`src/rtl/pmem_burst_bridge_pkg.sv`:
```
`default_nettype none
// ============================================================================
//  Module   : pmem_burst_bridge_pkg
//  Purpose  : Shared types and default geometry for the cache-line to
//             memory-burst bridge. Holds the FSM state encoding and the
//             default line and beat widths.
//  Ports    : none (package)
//  Revision : 1.0 - initial release
// ============================================================================
package pmem_burst_bridge_pkg;

  // Bridge control states. The explicit 2-bit width keeps the state
  // register size independent of the number of states listed.
  typedef enum logic [1:0] {
    IDLE  = 2'd0,
    READ  = 2'd1,
    WRITE = 2'd2,
    DONE  = 2'd3
  } state_t;

  // Default geometry: 32-byte lines moved as four 64-bit beats.
  localparam int c_S_OFFSET = 5;
  localparam int c_S_LINE   = 8 * (2 ** c_S_OFFSET);
  localparam int c_S_BEAT   = 64;

endpackage : pmem_burst_bridge_pkg
`default_nettype wire

```
`src/rtl/pmem_burst_bridge.sv`:
```
`default_nettype none
// ============================================================================
//  Module   : pmem_burst_bridge
//  Purpose  : Converts whole-line read/write requests from a cache into
//             ascending-order multi-beat bursts on a narrower memory port.
//  Ports    : clk, rst_n         - clock, synchronous active-low reset
//             pmem_read/write    - line request (held until pmem_resp)
//             pmem_address       - line address (low s_offset bits dropped)
//             pmem_wdata         - line write data
//             pmem_resp          - one-cycle completion pulse
//             pmem_rdata         - assembled read line
//             mem_read/write     - burst request, high for the whole burst
//             mem_address        - line-aligned burst base address
//             mem_wdata          - current write beat
//             mem_rdata          - current read beat
//             mem_resp           - per-beat strobe
//  Revision : 1.0 - initial release
// ============================================================================
module pmem_burst_bridge
  import pmem_burst_bridge_pkg::*;
#(
  parameter int s_offset = c_S_OFFSET,
  parameter int s_line   = c_S_LINE,
  parameter int s_beat   = c_S_BEAT
) (
  input  logic              clk,
  input  logic              rst_n,
  input  logic              pmem_read,
  input  logic              pmem_write,
  input  logic [31:0]       pmem_address,
  input  logic [s_line-1:0] pmem_wdata,
  output logic              pmem_resp,
  output logic [s_line-1:0] pmem_rdata,
  output logic              mem_read,
  output logic              mem_write,
  output logic [31:0]       mem_address,
  output logic [s_beat-1:0] mem_wdata,
  input  logic [s_beat-1:0] mem_rdata,
  input  logic              mem_resp
);

  localparam int                 c_BEATS     = s_line / s_beat;
  localparam int                 c_CNT_W     = (c_BEATS > 1) ? $clog2(c_BEATS) : 1;
  localparam logic [c_CNT_W-1:0] c_LAST_BEAT = c_CNT_W'(c_BEATS - 1);
  // Masking (rather than slicing) keeps every address bit in use.
  localparam logic [31:0]        c_ALIGN_MASK = ~((32'd1 << s_offset) - 32'd1);

  state_t              r_state;
  state_t              w_next_state;
  logic [c_CNT_W-1:0]  r_beat;
  logic [31:0]         r_addr;
  logic [s_line-1:0]   r_wline;
  logic [s_line-1:0]   r_rline;
  logic                w_last_beat;

  assign w_last_beat = mem_resp && (r_beat == c_LAST_BEAT);

  // ---------------------------------------------------------------------------
  // Next state and control outputs
  // ---------------------------------------------------------------------------
  always_comb begin
    w_next_state = r_state;
    pmem_resp    = 1'b0;
    mem_read     = 1'b0;
    mem_write    = 1'b0;
    case (r_state)
      IDLE: begin
        // Write has priority when both requests are raised together.
        if (pmem_write) begin
          w_next_state = WRITE;
        end else if (pmem_read) begin
          w_next_state = READ;
        end
      end
      READ: begin
        mem_read = 1'b1;
        if (w_last_beat) begin
          w_next_state = DONE;
        end
      end
      WRITE: begin
        mem_write = 1'b1;
        if (w_last_beat) begin
          w_next_state = DONE;
        end
      end
      DONE: begin
        pmem_resp    = 1'b1;
        w_next_state = IDLE;
      end
      default: begin
        w_next_state = IDLE;
      end
    endcase
  end

  // ---------------------------------------------------------------------------
  // State, beat counter, latched request and line buffers
  // ---------------------------------------------------------------------------
  always_ff @(posedge clk) begin
    if (!rst_n) begin
      r_state <= IDLE;
      r_beat  <= '0;
      r_addr  <= '0;
      r_wline <= '0;
      r_rline <= '0;
    end else begin
      r_state <= w_next_state;
      case (r_state)
        IDLE: begin
          if (pmem_write) begin
            r_addr  <= pmem_address & c_ALIGN_MASK;
            r_wline <= pmem_wdata;
            r_beat  <= '0;
          end else if (pmem_read) begin
            r_addr  <= pmem_address & c_ALIGN_MASK;
            r_beat  <= '0;
          end
        end
        READ: begin
          if (mem_resp) begin
            r_rline[int'(r_beat) * s_beat +: s_beat] <= mem_rdata;
            // Hold at the last beat so the counter never wraps inside a burst.
            if (!w_last_beat) begin
              r_beat <= r_beat + 1'b1;
            end
          end
        end
        WRITE: begin
          if (mem_resp && !w_last_beat) begin
            r_beat <= r_beat + 1'b1;
          end
        end
        default: begin
        end
      endcase
    end
  end

  assign mem_address = r_addr;
  assign mem_wdata   = r_wline[int'(r_beat) * s_beat +: s_beat];
  // The read buffer is only touched by read beats, so writes leave it intact.
  assign pmem_rdata  = r_rline;

endmodule : pmem_burst_bridge
`default_nettype wire

```
`config.mk`:
```
export PLATFORM = sky130hd
export DESIGN_NAME = pmem_burst_bridge
export DESIGN_NICKNAME = d
export VERILOG_FILES = /design/src/rtl/pmem_burst_bridge_pkg.sv /design/src/rtl/pmem_burst_bridge.sv
export SDC_FILE = /design/constraint.sdc
export NUM_CORES = 1
export LEC_CHECK = 0
export BUFFER_PORTS_ARGS = -buffer_cell sky130_fd_sc_hd__buf_2
export CAP_MARGIN = 20
export CORE_AREA = 2 2 275 277
export CTS_CLUSTER_DIAMETER = 40
export CTS_CLUSTER_SIZE = 25
export DETAILED_ROUTE_END_ITERATION = 12
export DIE_AREA = 0 0 277 279
export SETUP_SLACK_MARGIN = 0.3
export SLEW_MARGIN = 10
export SYNTH_ARGS = -nofsm -noshare
export SYNTH_HDL_FRONTEND = slang
export SYNTH_SLANG_ARGS = --single-unit
```
`constraint.sdc`:
```
create_clock -name clk -period 3.74 [get_ports clk]
set_clock_uncertainty 0.15 [all_clocks]
set_input_delay 0.561 -clock clk [delete_from_list [all_inputs] [get_ports clk]]
set_output_delay 0.561 -clock clk [all_outputs]
set_load 0.05 [all_outputs]
```
==> results of run 1 <==
## path summary, 6_finish.rpt
path,end,slack (ps),cells after the start
worst min register to register,pmem_rdata[247]$_SDFFE_PN0P_,290,2
worst max register to register,pmem_rdata[140]$_SDFFE_PN0P_,880,6
worst min-delay path,r_wline[180]$_SDFFE_PN0P_,50,3
worst max-delay path,mem_wdata[7],530,3
## layout make-up
type                       count  area share
antenna                       18     0.00150
sequential                   543       0.362
multi-input combinational   1639       0.296
inverter                       5    0.000875
clock inverter                60      0.0279
clock buffer                 102      0.0764
tap                          969      0.0404
timing repair buffer         924       0.195
## Yosys cell counts
cell,instances
nand2_1,729
dfxtp_1,543
a21oi_1,445
nand3_1,166
clkbuf_1,128
nor2_1,97
a32oi_1,96
buf_2,77
mux4_2,64
buf_4,12
ha_1,11
buf_1,7
inv_1,4
and3_1,3
mux2i_1,3
and2_1,2
nor4b_2,2
o21ai_0,2
a2111o_1,1
a2111oi_2,1
a21boi_0,1
a21o_1,1
and4b_1,1
and4bb_2,1
clkbuf_2,1
conb_1,1
inv_2,1
nand2b_1,1
nor2b_1,1
nor3b_1,1
nor3b_2,1
nor4bb_1,1
o21a_1,1
o21ai_2,1
or3_1,1
## sequential cells by signal (all words and copies together) (netlist names)
register	count
r_wline	256
mem_address	27
r_state	2
pmem_rdata	256
r_beat	2
## metal layers
| layer | global-route usage | routed length (µm) | up-vias |
|---|---|---|---|
| met1 | 0.238 | 31900 | 9884 |
| met4 | 0.0988 | 3500 | 2 |
| li1 | - | - | 9880 |
| met2 | 0.320 | 38200 | 854 |
| met3 | 0.0495 | 5780 | 213 |
| met5 | 0 | 15 | - |
## power by group through the flow
stage	Sequential, mW	Clock, mW	Combinational (mW)
2_1_floorplan	7.35	0	3.98
3_3_place_gp	6.93	0	6.14
3_5_place_dp	6.95	0	6.17
4_1_cts	6.84	8.62	6.33
5_1_grt	6.92	8.88	6.81
6_report	6.85	8.47	6.33
## stage by stage
step	std cells	hold slack, ps	worst slack, ps
3_3_place_gp	3899	285	870
5_1_grt	4259	10.2	439
3_5_place_dp	3899	290	850
6_report	4260	45.1	530
4_1_cts	4242	0.00749	476
2_1_floorplan	2412	283	1320
## what timing repair did
item                                   in CTS  in global routing
buffers inserted                            0                  0
endpoints found under the hold margin     181                  0
hold buffers                              181                  0
## critical path: stages (launching register included)
cell and delay [ps]:
dfxtp_4 500, buf_12 350, mux4_2 640, buf_2 240
## kinds of logic (layout without fill, tap and decap cells)
family          after synthesis  in the layout
buf+inv                     230           1091
fa+ha+maj                    11             11
flops                       543            543
mux                          67             67
other cells                   1             23
compound gates              549            549
simple gates               1007           1007
==> summary.md, run 1 <==
| Metric | Value |
|---|---|
| Routed Antenna Nets | `0` |
| DRC viols | `0` |
| Total number of H-tree levels | `3` |
| Max Slew Vio Count | `0` |
| Max-Cap Viols | `0` |
| # port buffers | `701` |
| Power share of the combinational group | `0.292` |
| Synth Register Bits | `543` |
| Max Freq | `312 MHz` |
| Kind of critical path | `reg -> out` |
| Synth warnings | `0` |
| Post-Synth Adder-Cell Area | `0.00665` |
| Most frequent cells in the layout | `nand2_1 (728), buf_2 (701), dfxtp_1 (541)` |
| Clock Power Share | `0.391` |
| Switch share | `0.366` |
| Net switching power | `7.92 mW` |
| Largest family of logic cells by synthesized area | `simple AND/OR/NAND/NOR gates` |
| Reg power frac | `0.316` |
| Placed cell area | `25100 µm²` |
| Run status | `finished, final reports clean` |
| Top cells by area, synth | `dfxtp_1 (53%), nand2_1 (13%), a21oi_1 (11%)` |
| Rows | `100` |
| Share of cells above drive strength 1 | `0.299` |
| VDD IR max | `0.000825 V` |
| GRT Residual Overflow | `0` |
| Worst reg2reg startpoint | `r_beat[1]$_SDFFE_PN0P_` |
| Mapped Cells | `2408` |
| Nature of the critical path startpoint | `flop` |
| Final Util | `0.406` |
| Mapped cell area | `20700 µm²` |
| Total power | `21.6 mW` |
| Worst slew margin | `0.373` |
| Hold Startpoint | `pmem_wdata[180]` |
| Initial core utilization | `0.279` |
| Fill count | `7413` |
| Mux contribution to synthesized area | `0.0711` |
| Top cell type's share of synthesized area | `0.525` |
| # resized after CTS | `0` |
| Die Wd | `277 µm` |
| Vias in the first global route | `20.5k` |
| Post-synthesis simple-gate area fraction | `0.196` |
| Gr usage total | `0.195` |
| Area of the multi-input gates | `8900 µm²` |
| Worst setup path startpoint | `r_beat[0]$_SDFFE_PN0P_` |
| Synth Area in Compound Gates | `0.152` |
| DRT Wirelength | `79.4 mm` |
| Area of the core | `74100 µm²` |
| Clock sink total | `543` |
| Vias per inst | `4.89` |
| WL per Instance | `18.6 µm` |
| Critical Path RT | `3030 ps` |
| Static Leak | `12.5 nW` |
| Via count | `20.8k` |
| Crit path DAT | `2500 ps` |
| Internal power | `13.7 mW` |
| Post-synthesis cell type count | `35` |
| Largest net degree at the start of global routing | `99` |
| PwrDens | `720 nW/µm²` |
| Fin Setup TNS | `0 ps` |
| Actual slew at the worst max-slew pin | `936 ps` |
| Worst-path clk slew | `50 ps` |
| Initial antenna violation count | `19` |
| GP Congestion | `0.853` |
| Avg Synthesized Cell Area | `8.59 µm²` |
| CTS tree | `built` |
| Final nets | `3569` |
| DPL Wire Length | `52.4 mm` |
| CTS Root Cell | `clkbuf_16` |
| Area grow syn2layout | `45.2%` |
| Register area | `10900 µm²` |
| Final hold violations | `0` |
| Post-synth top area cell | `dfxtp_1` |
| CTS buffer count | `88` |
| Final setup violating endpoints | `0` |
| Crit share post-route | `0.858` |
| Worst-path maximum fanout | `52` |
| Clock Path Buffers | `3` |
| Critical path capture point type | `output pin` |
| Number of I/O pins | `712` |
| Final Cell Area | `30000 µm²` |
| Sequential area share after synthesis | `0.525` |
| Initial drt markers | `1502` |
| Commonest non-fill, non-tap cell in the layout | `nand2_1` |
| RSZ-0062 raised after global routing | `no` |
| Die area | `77300 µm²` |
| Crit path time final | `3210 ps` |
| XOR/XNOR Fraction of Synth Area | `0` |
| Drt pass-1 iters | `5` |
| First-pass GRT wire length | `120 mm` |
| Worst-Skew Late Latency | `600 ps` |
| Hold crit path type | `in -> reg` |
| Chip height | `279 µm` |
No activity file was read; power rests on OpenSTA's default activity.
==> run 2, diff against run 1 <==
- clock period: 3.74 -> 3.2 ns (I/O delays scaled with it)
==> summary.md, run 2 (synthesis gave the netlist of run 1 again) <==
| Metric | Value |
|---|---|
| Run status | `finished, final reports clean` |
| Initial antenna violation count | `14 (-5)` |
| Worst slew margin | `0.572 (+0.199)` |
| Crit path DAT | `2190 ps (-310 ps)` |
| Area grow syn2layout | `52.6%` |
| Setup ws final | `378 ps (-152 ps)` |
| Max Slew Vio Count | `0 (unchanged)` |
| Rows | `100 (unchanged)` |
| Share of cells above drive strength 1 | `0.286 (-0.0128)` |
| Fin Setup TNS | `0 ps (unchanged)` |
| Initial drt markers | `1604 (+6.8%)` |
| Area of the core | `74100 µm² (unchanged)` |
| Worst-path clk slew | `60 ps (about the same)` |
| Initial core utilization | `0.279 (unchanged)` |
| Nature of the critical path startpoint | `flop` |
| Worst-Skew Late Latency | `600 ps (about the same)` |
| Critical Path RT | `2570 ps (-460 ps)` |
| Commonest non-fill, non-tap cell in the layout | `nand2_1` |
| Crit share post-route | `0.882` |
| Total number of H-tree levels | `3 (unchanged)` |
| Critical path capture point type | `output pin` |
| CTS tree | `built` |
| Minimum hold slack | `44.4 ps (-0.645 ps)` |
| Final hold violations | `0 (unchanged)` |
| Max Freq | `354 MHz` |
| Crit path time final | `2820 ps` |
| Worst-path cell chain | `buf_16 > mux4_2 > buf_2` |
| GP Congestion | `0.850 (-0.34%)` |
| Via count | `21.6k (+3.9%)` |
| Kind of critical path | `reg -> out` |
| Hold crit path type | `in -> reg` |
| # port buffers | `701 (unchanged)` |
| Pre-CTS setup slack | `636 ps (-214 ps)` |
| Die area | `77300 µm² (unchanged)` |
| Final nets | `3731 (+4.5%)` |
| RSZ-0062 raised after global routing | `yes` |
| DRT Wirelength | `82.1 mm (+3.5%)` |
| VDD IR max | `0.000657 V (-20%)` |
| Clock sink total | `543 (unchanged)` |
| DPL Wire Length | `52.8 mm (+0.78%)` |
| Final Util | `0.426 (+0.0205)` |
| Routed Antenna Nets | `0 (unchanged)` |
| Clock Path Buffers | `3 (unchanged)` |
| CTS buffer count | `83 (-5.7%)` |
| Gr usage total | `0.203 (+0.00725)` |
| Vias in the first global route | `21.4k (+4.4%)` |
| CP max-delay cell | `mux4_2` |
| Drt pass-1 iters | `5 (unchanged)` |
| Static Leak | `13.1 nW (+5.0%)` |
| PwrDens | `795 nW/µm² (+10%)` |
| Max-Cap Viols | `0 (unchanged)` |
| WL per Instance | `18.6 µm (about the same)` |
| Worst-path maximum fanout | `24 (-54%)` |
| Largest net degree at the start of global routing | `103 (+4.0%)` |
| Most frequent cells in the layout | `nand2_1 (728), buf_2 (701), dfxtp_1 (541)` |
| Vias per inst | `4.91 (+0.36%)` |
| Die Wd | `277 µm (unchanged)` |
| CTS Root Cell | `clkbuf_16` |
| CP max stage delay | `590 ps (-50 ps)` |
| Chip height | `279 µm (unchanged)` |
| DRC viols | `0 (unchanged)` |
| Actual slew at the worst max-slew pin | `641 ps (-295 ps)` |
| Number of I/O pins | `712 (unchanged)` |
| Final setup violating endpoints | `0 (unchanged)` |
| First-pass GRT wire length | `125 mm (+4.0%)` |
| GRT Residual Overflow | `0 (unchanged)` |
-- run 2: cell types whose count changed in the layout (fill, tap and decap cells not counted), moves of 6 or more --
cell	before	now
clkbuf_8	4	14
dlygate4sd3_1	181	339
clkinv_2	17	10
diode_2	18	12
-- run 2: routing by layer --
layer | up-vias | track usage | wire [µm]
met2 | 902 | 0.336 | 39400
met5 | - | 0 | 21
met3 | 237 | 0.0499 | 5950
met4 | 4 | 0.106 | 4020
li1 | 10200 | - | -
met1 | 10300 | 0.243 | 32700
-- run 2: layout make-up --
cell class | instances | area [µm²]
fill | 7148 | 42500
sequential | 543 | 10900
multi-input combinational | 1639 | 8900
timing repair buffer | 1091 | 7570
clock buffer | 103 | 2290
tap | 969 | 1210
clock inverter | 49 | 649
antenna | 12 | 30.0
inverter | 5 | 26.3
-- run 2: per-stage QoR --
stage / cells / instance area (µm²) / power (mW)
finish: 4411 / 31600 / 25.1
global route: 4410 / 31600 / 26.2
CTS: 4399 / 31500 / 25.2
detailed placement: 3905 / 25100 / 15.4
global placement: 3905 / 25100 / 15.3
floorplan: 2412 / 20700 / 13.2
-- run 2: timing repair --
action | 4_1_cts | 5_1_grt
hold endpoints to repair | 443 | 0
hold buffers | 339 | 0
gates cloned | 1 | 0
setup buffers | 2 | 0
pin swaps | 0 | 0
setup endpoints to repair | 58 | 5
gates resized for setup | 2 | 0
-- run 2: critical path: cells and delay by family (launching register included) --
| kind | cells | cell delay, ps |
|---|---|---|
| multiplexers | 1 | 590 |
| buffers and inverters | 2 | 490 |
| flip-flops | 1 | 460 |
-- run 2: path summary, 6_finish.rpt --
check | start | to | slack, ps | cells after the start
hold / removal | mem_rdata[48] | pmem_rdata[176]$_SDFFE_PN0P_ | 40 | 3
setup / recovery | r_beat[0]$_SDFFE_PN0P_ | mem_wdata[7] | 380 | 3
hold reg to reg | pmem_rdata[185]$_SDFFE_PN0P_ | pmem_rdata[185]$_SDFFE_PN0P_ | 300 | 2
setup reg to reg | r_beat[0]$_SDFFE_PN0P_ | pmem_rdata[53]$_SDFFE_PN0P_ | 540 | 7
-- run 2: power by group --
part           switching [mW]  total (mW)  leakage [nW]  internal (mW)
combinational            5.29        7.77          7.33           2.48
clock                    3.58        9.34          1.39           5.76
sequential              0.429        7.99          4.42           7.56
